<file path="src/rtl/rgb_timing_gen_pkg.sv">
// rtl/rgb_timing_gen_pkg.sv - shared phase encodings, coordinate width and default panel timing
package rgb_timing_gen_pkg;

  localparam int COORD_W = 11;

  localparam int DEF_H_ACTIVE = 480;
  localparam int DEF_H_FP     = 8;
  localparam int DEF_H_SYNC   = 4;
  localparam int DEF_H_BP     = 43;
  localparam int DEF_V_ACTIVE = 272;
  localparam int DEF_V_FP     = 8;
  localparam int DEF_V_SYNC   = 4;
  localparam int DEF_V_BP     = 12;

  // Bit 2 marks the parked state; the low two bits are the running phase.
  typedef enum logic [2:0] {
    PH_SYNC = 3'd0,
    PH_BP   = 3'd1,
    PH_ACT  = 3'd2,
    PH_FP   = 3'd3,
    PH_IDLE = 3'd4
  } phase_e;

endpackage

</file>
<file path="src/rtl/rgb_phase_cnt.sv">
// rtl/rgb_phase_cnt.sv - sync/back-porch/active/front-porch phase FSM with dwell counter
module rgb_phase_cnt
  import rgb_timing_gen_pkg::*;
#(
  parameter int D_SYNC = 1,
  parameter int D_BP   = 1,
  parameter int D_ACT  = 1,
  parameter int D_FP   = 1
) (
  input  logic               CLK,
  input  logic               RSTn,
  input  logic               adv,
  input  logic               run,
  output phase_e             phase,
  output phase_e             phase_nxt,
  output logic [COORD_W-1:0] cnt_nxt,
  output logic               done
);

  localparam logic [COORD_W-1:0] SYNC_LAST = COORD_W'(D_SYNC - 1);
  localparam logic [COORD_W-1:0] BP_LAST   = COORD_W'(D_BP - 1);
  localparam logic [COORD_W-1:0] ACT_LAST  = COORD_W'(D_ACT - 1);
  localparam logic [COORD_W-1:0] FP_LAST   = COORD_W'(D_FP - 1);

  phase_e             phase_q, phase_d;
  logic [COORD_W-1:0] cnt_q, cnt_d;
  logic [COORD_W-1:0] last_cnt;
  logic               at_last;

  always_comb begin
    case (phase_q)
      PH_SYNC: last_cnt = SYNC_LAST;
      PH_BP:   last_cnt = BP_LAST;
      PH_ACT:  last_cnt = ACT_LAST;
      PH_FP:   last_cnt = FP_LAST;
      default: last_cnt = '0;
    endcase
    at_last = (cnt_q == last_cnt);

    phase_d = phase_q;
    cnt_d   = cnt_q;
    if (adv) begin
      if (phase_q == PH_IDLE) begin
        if (run) begin
          phase_d = PH_SYNC;
          cnt_d   = '0;
        end
      end else if (at_last) begin
        cnt_d = '0;
        case (phase_q)
          PH_SYNC: phase_d = PH_BP;
          PH_BP:   phase_d = PH_ACT;
          PH_ACT:  phase_d = PH_FP;
          default: phase_d = run ? PH_SYNC : PH_IDLE;
        endcase
      end else begin
        cnt_d = cnt_q + COORD_W'(1);
      end
    end
  end

  always_ff @(posedge CLK or negedge RSTn) begin
    if (!RSTn) begin
      phase_q <= PH_IDLE;
      cnt_q   <= '0;
    end else begin
      phase_q <= phase_d;
      cnt_q   <= cnt_d;
    end
  end

  assign phase     = phase_q;
  assign phase_nxt = phase_d;
  assign cnt_nxt   = cnt_d;
  assign done      = (phase_q == PH_FP) && at_last;

endmodule

</file>
<file path="src/rtl/rgb_timing_gen.sv">
// rtl/rgb_timing_gen.sv - RGB panel HS/VS/DE timing generator driven by a divided pixel clock
module rgb_timing_gen
  import rgb_timing_gen_pkg::*;
#(
  parameter int H_ACTIVE = DEF_H_ACTIVE,
  parameter int H_FP     = DEF_H_FP,
  parameter int H_SYNC   = DEF_H_SYNC,
  parameter int H_BP     = DEF_H_BP,
  parameter int V_ACTIVE = DEF_V_ACTIVE,
  parameter int V_FP     = DEF_V_FP,
  parameter int V_SYNC   = DEF_V_SYNC,
  parameter int V_BP     = DEF_V_BP
) (
  input  logic               CLK,
  input  logic               RSTn,
  input  logic               PCLK_IN,
  input  logic               EN,
  output logic               PIX_EN,
  output logic               LCD_HS,
  output logic               LCD_VS,
  output logic               LCD_DE,
  output logic               PIX_REQ,
  output logic [COORD_W-1:0] PIX_X,
  output logic [COORD_W-1:0] PIX_Y,
  output logic               FRAME_START
);

  localparam logic [COORD_W-1:0] H_BP_LAST  = COORD_W'(H_BP - 1);
  localparam logic [COORD_W-1:0] H_ACT_LAST = COORD_W'(H_ACTIVE - 1);

  logic               pclk_prev_q, pclk_prev_d;
  logic               pix_en;
  phase_e             h_ph, h_ph_n, v_ph, v_ph_n;
  logic [COORD_W-1:0] h_cnt_n, v_cnt_n;
  logic               h_done, v_done, h_run, v_adv;

  logic               hs_q, hs_d, vs_q, vs_d, de_q, de_d, req_q, req_d;
  logic [COORD_W-1:0] x_q, x_d, y_q, y_d;

  assign pclk_prev_d = PCLK_IN;
  assign pix_en      = PCLK_IN & ~pclk_prev_q;

  // EN only matters while parked or on the very last slot of a frame.
  assign h_run = ((v_ph == PH_IDLE) || v_done) ? EN : 1'b1;
  assign v_adv = pix_en & (h_done | (h_ph == PH_IDLE));

  rgb_phase_cnt #(
    .D_SYNC (H_SYNC),
    .D_BP   (H_BP),
    .D_ACT  (H_ACTIVE),
    .D_FP   (H_FP)
  ) u_h (
    .CLK       (CLK),
    .RSTn      (RSTn),
    .adv       (pix_en),
    .run       (h_run),
    .phase     (h_ph),
    .phase_nxt (h_ph_n),
    .cnt_nxt   (h_cnt_n),
    .done      (h_done)
  );

  rgb_phase_cnt #(
    .D_SYNC (V_SYNC),
    .D_BP   (V_BP),
    .D_ACT  (V_ACTIVE),
    .D_FP   (V_FP)
  ) u_v (
    .CLK       (CLK),
    .RSTn      (RSTn),
    .adv       (v_adv),
    .run       (EN),
    .phase     (v_ph),
    .phase_nxt (v_ph_n),
    .cnt_nxt   (v_cnt_n),
    .done      (v_done)
  );

  // Outputs are decoded from the next position so they switch on the PIX_EN edge.
  always_comb begin
    hs_d  = (h_ph_n != PH_SYNC);
    vs_d  = (v_ph_n != PH_SYNC);
    de_d  = (h_ph_n == PH_ACT) && (v_ph_n == PH_ACT);
    req_d = 1'b0;
    x_d   = '0;
    y_d   = '0;
    if (v_ph_n == PH_ACT) begin
      if ((h_ph_n == PH_BP) && (h_cnt_n == H_BP_LAST)) begin
        req_d = 1'b1;
        y_d   = v_cnt_n;
      end else if ((h_ph_n == PH_ACT) && (h_cnt_n != H_ACT_LAST)) begin
        req_d = 1'b1;
        x_d   = h_cnt_n + COORD_W'(1);
        y_d   = v_cnt_n;
      end
    end
  end

  always_ff @(posedge CLK or negedge RSTn) begin
    if (!RSTn) begin
      pclk_prev_q <= 1'b1;
      hs_q        <= 1'b1;
      vs_q        <= 1'b1;
      de_q        <= 1'b0;
      req_q       <= 1'b0;
      x_q         <= '0;
      y_q         <= '0;
    end else begin
      pclk_prev_q <= pclk_prev_d;
      hs_q        <= hs_d;
      vs_q        <= vs_d;
      de_q        <= de_d;
      req_q       <= req_d;
      x_q         <= x_d;
      y_q         <= y_d;
    end
  end

  assign PIX_EN      = pix_en;
  assign LCD_HS      = hs_q;
  assign LCD_VS      = vs_q;
  assign LCD_DE      = de_q;
  assign PIX_REQ     = req_q;
  assign PIX_X       = x_q;
  assign PIX_Y       = y_q;
  assign FRAME_START = pix_en && (h_ph_n == PH_SYNC) && (h_cnt_n == '0)
                              && (v_ph_n == PH_SYNC) && (v_cnt_n == '0);

endmodule

</file>
<file path="config.mk">
export PLATFORM = sky130hd
export DESIGN_NAME = rgb_timing_gen
export DESIGN_NICKNAME = d
export VERILOG_FILES = /design/src/rtl/rgb_timing_gen_pkg.sv /design/src/rtl/rgb_phase_cnt.sv /design/src/rtl/rgb_timing_gen.sv
export SDC_FILE = /design/constraint.sdc
export NUM_CORES = 1
export LEC_CHECK = 0
export ABC_AREA = 1
export BUFFER_PORTS_ARGS = -buffer_cell sky130_fd_sc_hd__buf_4
export CAP_MARGIN = 30
export CORE_ASPECT_RATIO = 2
export CORE_MARGIN = 4
export CORE_UTILIZATION = 60
export CTS_CLUSTER_SIZE = 20
export DETAILED_ROUTE_END_ITERATION = 12
export GPL_TIMING_DRIVEN = 0
export PLACE_DENSITY = 0.8
export SLEW_MARGIN = 20
export SYNTH_ARGS = -nofsm -noshare
export SYNTH_HDL_FRONTEND = slang
export SYNTH_SLANG_ARGS = --single-unit
</file>
<file path="constraint.sdc">
create_clock -name CLK -period 3.85 [get_ports CLK]
set_clock_uncertainty 0.2 [all_clocks]
set_input_delay 0.5775 -clock CLK [delete_from_list [all_inputs] [get_ports CLK]]
set_output_delay 0.5775 -clock CLK [all_outputs]
set_load 0.01 [all_outputs]
</file>
Word-level counts from Yosys, hierarchy flattened
Cells that the tools add are included.
{ "totals": {"regBits": 55, "in_bits": 4, "output_inout_bits": 28, "wordCells": 83} }
{ "op_classes": {"addsub": 3, "n_eq_ne": 15, "mux": 32, "bitwise": 4, "n_reduce_logical": 18} }
{ "op_table": {"columns": ["op", "count"], "rows": [
  ["11-bit two-way mux", 14],
  ["9-bit one-hot mux with 4 select lines", 2],
  ["11-bit by 1-bit adder with 11-bit output, second input constant", 3],
  ["3-bit two-way mux", 10],
  ["11-bit by 9-bit == test with 1-bit output", 2],
  ["11-bit zero test", 2],
  ["3-bit by 2-bit == test with 1-bit output, second input constant", 6],
  ["3-bit one-hot mux with 3 select lines", 2],
  ["3-bit zero test", 4],
  ["11-bit by 6-bit == test with 1-bit output, second input constant", 1],
  ["11-bit by 9-bit inequality test with 1-bit output, second input constant", 1],
  ["3-bit by 1-bit == test with 1-bit output, second input constant", 3],
  ["1-bit logical AND", 9],
  ["3-bit == test, second input constant", 2],
  ["3-bit nonzero test", 2],
  ["1-bit two-way mux", 4],
  ["1-bit AND", 2],
  ["1-bit logical OR", 1],
  ["1-bit NOT", 1],
  ["1-bit bitwise OR", 1]
]} }

Longest topological paths before layout
{ "depth": {"depth_word": 16, "depth_mapped": 20, "ltp_nobuf": 20} }

Cells and area by module
From an unflattened synthesis, not the netlist that was laid out.
{ "hier_totals": {"hier_cells": 414, "hier_area_um2": 3345.7} }
{ "by_module_without_submodules": {"columns": ["mod", "n_inst", "cells_per_inst", "area_each_um2", "seq_area_each_um2"], "rows": [
  ["rgb_timing_gen", 1, 168, 1415.1, 679.4],
  ["rgb_phase_cnt (u_h)", 1, 133, 969.7, 351.6],
  ["rgb_phase_cnt (u_v)", 1, 113, 960.9, 351.6]
]} }

Worst setup path before layout
OpenSTA, ideal clock, no wires.
{ "synth_timing": {"path_type": "reg2out", "from": "register u_h.phase_q[2], in the netlist u_h.phase[2]", "to": "output FRAME_START", "arrival_time_ps": 2407, "t_required_ps": 3072, "setup_slack_ps": 665, "stages_incl_launch_ff": 19, "n_path_buf": 1, "path_cell_list": "dfstp_2 inv_2 nand3_1 nand2_1 nand2_1 nand2_1 nor2_2 nand3_4 nand2_4 buf_6 nor2_1 a21oi_1 ha_1 inv_1 nor2_1 nand4_1 nor2_1 nand3_1 nor2_1"} }
{ "synth_via": {"elab_chain_len": 11, "elab_cells_between_ends": 28, "cone_classes": "eq/ne: 5; mux: 11; bitwise: 2; reduce/logical: 10"} }
{ "synth_rtl": {"columns": ["item", "line_no", "source"], "rows": [
  ["from (decl)", "rgb_phase_cnt.sv:25", "phase_e phase_q, phase_d;"],
  ["from (signal assigned)", "rgb_phase_cnt.sv:67", "phase_q <= phase_d;"],
  ["3-bit by 2-bit == test with 1-bit output, or another cell as far along", "rgb_phase_cnt.sv:31, rgb_phase_cnt.sv:75", null],
  ["9-bit one-hot mux with 4 select lines", "rgb_phase_cnt.sv:31", "case (phase_q)"],
  ["11-bit by 9-bit == test with 1-bit output", "rgb_phase_cnt.sv:38", "at_last = (cnt_q == last_cnt);"],
  ["3-bit two-way mux", "rgb_phase_cnt.sv:48", "end else if (at_last) begin"],
  ["3-bit two-way mux", "rgb_phase_cnt.sv:43", "if (phase_q == PH_IDLE) begin"],
  ["3-bit two-way mux", "rgb_phase_cnt.sv:42", "if (adv) begin"],
  ["3-bit zero test", "rgb_timing_gen.sv:126", "assign FRAME_START = pix_en && (h_ph_n == PH_SYNC) && (h_cnt_n == '0)"],
  ["1-bit logical AND (2 in series)", "rgb_timing_gen.sv:126", null],
  ["1-bit logical AND", "rgb_timing_gen.sv:127", "&& (v_ph_n == PH_SYNC) && (v_cnt_n == '0);"],
  ["1-bit logical AND *", "rgb_timing_gen.sv:127", null],
  ["to (decl)", "rgb_timing_gen.sv:25", "output logic FRAME_START"]
]} }
Every way passes the cells marked *; elsewhere a longest branch is shown, timed or not.

Worst setup path in the final report
Ends and elaborated chain as after synthesis.

==> reports/qor.csv <==
metric,value,unit
worst-path maximum fanout,8,
"Seq/Total Area, Yosys",39.0,%
CTS Buf Count,5,
max_slew headroom,54.9,%
Nets,551,
Post-Route WL,9210,um
Post-Syn Area,3550,um2
Crit. End Element,primary output,
num rows,39,
IO Count,32,
YS warnings,0,
Worst Path Buf+Inv,4,
largest delay contributor family on the critical path,simple AND/OR/NAND/NOR gates,
crit-path cells,inv_4 -> nand2_2 -> nand2_2 -> nor2_2 -> nand3_2 -> nor2_4 -> nand3_4 -> nand2_4 -> buf_8 -> nor2_4 -> a21oi_2 -> ha_2 -> inv_2 -> nor2_2 -> nand4_1 -> nor2_1 -> nand3_1 -> nor2_2 -> buf_4,
"Setup violations, final",0,
Synth Net Count,496,
FILL cells,446,
die area,7280,um2
vias in the first global route,3263,
clk sink count,55,
WP depth,19,
RSZ-0062 raised after global routing,yes,
M1 wire length,3050,um
Least-Margin Pin Slew,0.676,ns
Worst EP required,3.07,ns
layout cells sized above 1,26.5,%
Final Instance Count excl. Fillers,604,
Hold Fails Final Rpt,0,
largest net degree at the start of global routing,56,
"setup slack, reg-to-reg",0.34,ns
CTS Root Cell,clkbuf_16,
number of max-cap violations,0,
placer's final routability congestion estimate,0.929,
drt wl/cell,15.2,um
area grow syn2layout,19.9,%
Die Ht,117,um
clk slew on worst S/H paths,0.07,ns
post-synth cell types,40,
Post-DRT Antenna Nets,0,
Port Buffer Count,31,
worst min path class,in -> async,
Pleak,2.12,nW
critical path arrival,2.94,ns
Mean Syn Cell Area,7.29,um2
overall routing resource usage,25.3,%
drt pass-1 iters,4,
Worst-Skew Late Latency,0.30,ns
crit share post-route,96.5,%
top layer used by detailed routing,met4,
CP endpoint,FRAME_START,
DR DRC count,0,
Worst Setup Path Type,reg -> out,
CP max-delay cell,dfstp_2,
status,completed,
Final Core Density,74.5,%
Vias/cell,5.56,
worst r2r dst,PIX_Y[0]$_DFF_PN0_,
Crit path top cell by count,nor2_2,
Max Slew Vio Count,0,
Die Wd,62.4,um
Detail Route met3 WL,270,um
initial antenna violation count,0,
TritonCTS clock tree,done,
reg2reg start,u_v.phase[2]$_DFF_PN1_,
total number of vias,3356,
Final Total Pwr,2.33,mW
H-tree depth,2,
VDD IR max,0.511,mV
Pwr per Cell Area,549,nW/um2
Starting Density,62.2,%
first-pass GRT wire length,14700,um
critical path's largest stage delay,0.61,ns
Worst Setup SP,u_h.phase[2]$_DFF_PN1_,
CTS Hold Bufs,0,
clk buf depth,2,
met2 WL,5400,um
grt total ovfl,0,
hpwl dp,6930,um
worst reg-to-reg path cell count,19,
Seq cells post-synth,55,
Diodes inserted,0,
initial DRC count,246,
placed instance count,579,
min cycle time layout,3.72,ns
crit path launch type,register,
Max Fclk,269,MHz
Cells after Synth,487,
core area,5710,um2
[cells in the final DEF (no fill, tap or decap), types with 2 or more instances in the layout]
master       n
a21oi_1      6
nor2_4       6
o21bai_1     2
clkbuf_16    5
ha_1         4
buf_8        2
buf_6        2
nor3_2       4
or2_2        2
buf_4       50
nor2_1      58
nand2_1    115
dfstp_2      5
o21ai_1     10
nand2_4      2
o21a_1       2
nor2_2       9
inv_1       63
nand3_1     36
nand3_4      2
inv_4        2
xor2_1      11
a21oi_2     14
o32ai_1      2
nand3_2      3
o21ai_2      3
nor3_1       6
nand2_2     10
dfrtp_1     48
o21ai_0     15
buf_2        2
inv_2       11
nand4_1     14
dfrtp_2      2
[worst min-delay path by stage]
stage / startpoint / to / slack (ns)
final: RSTn / PIX_X[6]$_DFF_PN0_ / 0.11
after global routing: RSTn / PIX_X[9]$_DFF_PN0_ / 0.16
after global placement: u_h.cnt_q[10]$_DFF_PN0_ / u_h.cnt_q[10]$_DFF_PN0_ / 0.39
after detailed placement: u_h.cnt_q[10]$_DFF_PN0_ / u_h.cnt_q[10]$_DFF_PN0_ / 0.40
after floorplan: RSTn / LCD_DE$_DFF_PN0_ / 0.08
after CTS: RSTn / PIX_X[9]$_DFF_PN0_ / 0.14
[report_power, final]
| group | leakage, nW | internal [mW] | switching [mW] | total [mW] |
|---|---|---|---|---|
| logic | 1.37 | 0.386 | 0.695 | 1.08 |
| clock network | 0.0675 | 0.244 | 0.209 | 0.453 |
| registers | 0.687 | 0.665 | 0.135 | 0.801 |
[sequential cells by signal, indices dropped and copies added, names as in the netlist]
| signal | count |
|---|---|
| u_h.phase | 3 |
| u_h.cnt_q | 11 |
| u_v.cnt_q | 11 |
| LCD_DE | 1 |
| LCD_HS | 1 |
| PIX_X | 11 |
| PIX_Y | 11 |
| pclk_prev_q | 1 |
| u_v.phase | 3 |
| LCD_VS | 1 |
| PIX_REQ | 1 |
[through the flow]
step                      worst slack (ns)  hold slack (ns)  cell area, um2  setup TNS [ns]
after floorplan                      0.665           0.0819            3550               0
after global placement               0.233            0.391            3860               0
after detailed placement             0.214            0.400            3860               0
after CTS                          0.00292            0.139            4020               0
after global routing               -0.0839            0.163            4250         -0.0839
final                                0.134            0.109            4250               0
[timing repair]
| item | CTS | global route |
|---|---|---|
| endpoints found under the hold margin | 0 | 0 |
| setup endpoints to repair | 1 | 1 |
| setup buffers | 0 | 18 |
| pin swaps | 0 | 15 |
| gates resized for setup | 4 | 36 |
[routing by layer]
layer	global-route usage (%)	vias to the layer above
li1	-	1660
met1	23.4	1564
met2	50.8	92
met3	2.89	40
met4	15.7	0
met5	0	-
[worst reg2reg max path, cell delays in order, from the launching register on]
cell,delay [ns]
dfstp_2,0.62
inv_4,0.08
nor2_8,0.17
inv_2,0.12
nor2_4,0.15
inv_2,0.07
o31ai_1,0.14
nand3_4,0.16
nand2_8,0.12
buf_8,0.13
a21oi_2,0.06
buf_4,0.15
inv_1,0.16
ha_1,0.33
nand3_1,0.15
nor2_2,0.16
nand2_1,0.08
nand2_2,0.09
buf_6,0.17
a21oi_1,0.09
[final cells by class]
type	instances	area, um2	area share (%)
inverter	76	290	6.82
clock inverter	2	16.3	0.382
sequential	55	1390	32.6
timing repair buffer	49	368	8.65
buffer	7	70.1	1.65
clock buffer	6	129	3.03
tap	61	76.3	1.79
multi-input combinational	348	1920	45.1
[cells by family (layout without fill, tap and decap cells)]
family,Yosys count,after routing,share of synthesized area [%]
and+or+nand+nor,274,274,35.6
buffers and inverters,84,140,9.91
AOI/OAI and AO/OA,58,58,11.1
DFF,55,55,39.0
xor gates and xnor gates,11,11,2.72
adders and majority gates,5,5,1.76
[Yosys cell counts, drive strengths merged]
master	number	area, um2
a21boi	1	18.8
o32ai	2	17.5
nor4	1	6.26
nand3	41	223
buf	7	62.6
ha	5	62.6
or2	2	12.5
o21bai	2	15.0
nand2b	1	6.26
nor3	11	70.1
inv	76	285
xor2	11	96.3
a31oi	1	6.26
nor3b	1	7.51
nor2	74	329
dfrtp	50	1250
nand3b	1	7.51
o21ai	28	151
o31ai	1	7.51
nand2	128	513
clkbuf	1	3.75
dfstp	5	131
o21a	2	15.0
a21oi	21	161
nand4	14	87.6
No activity file was read; power rests on OpenSTA's default activity.
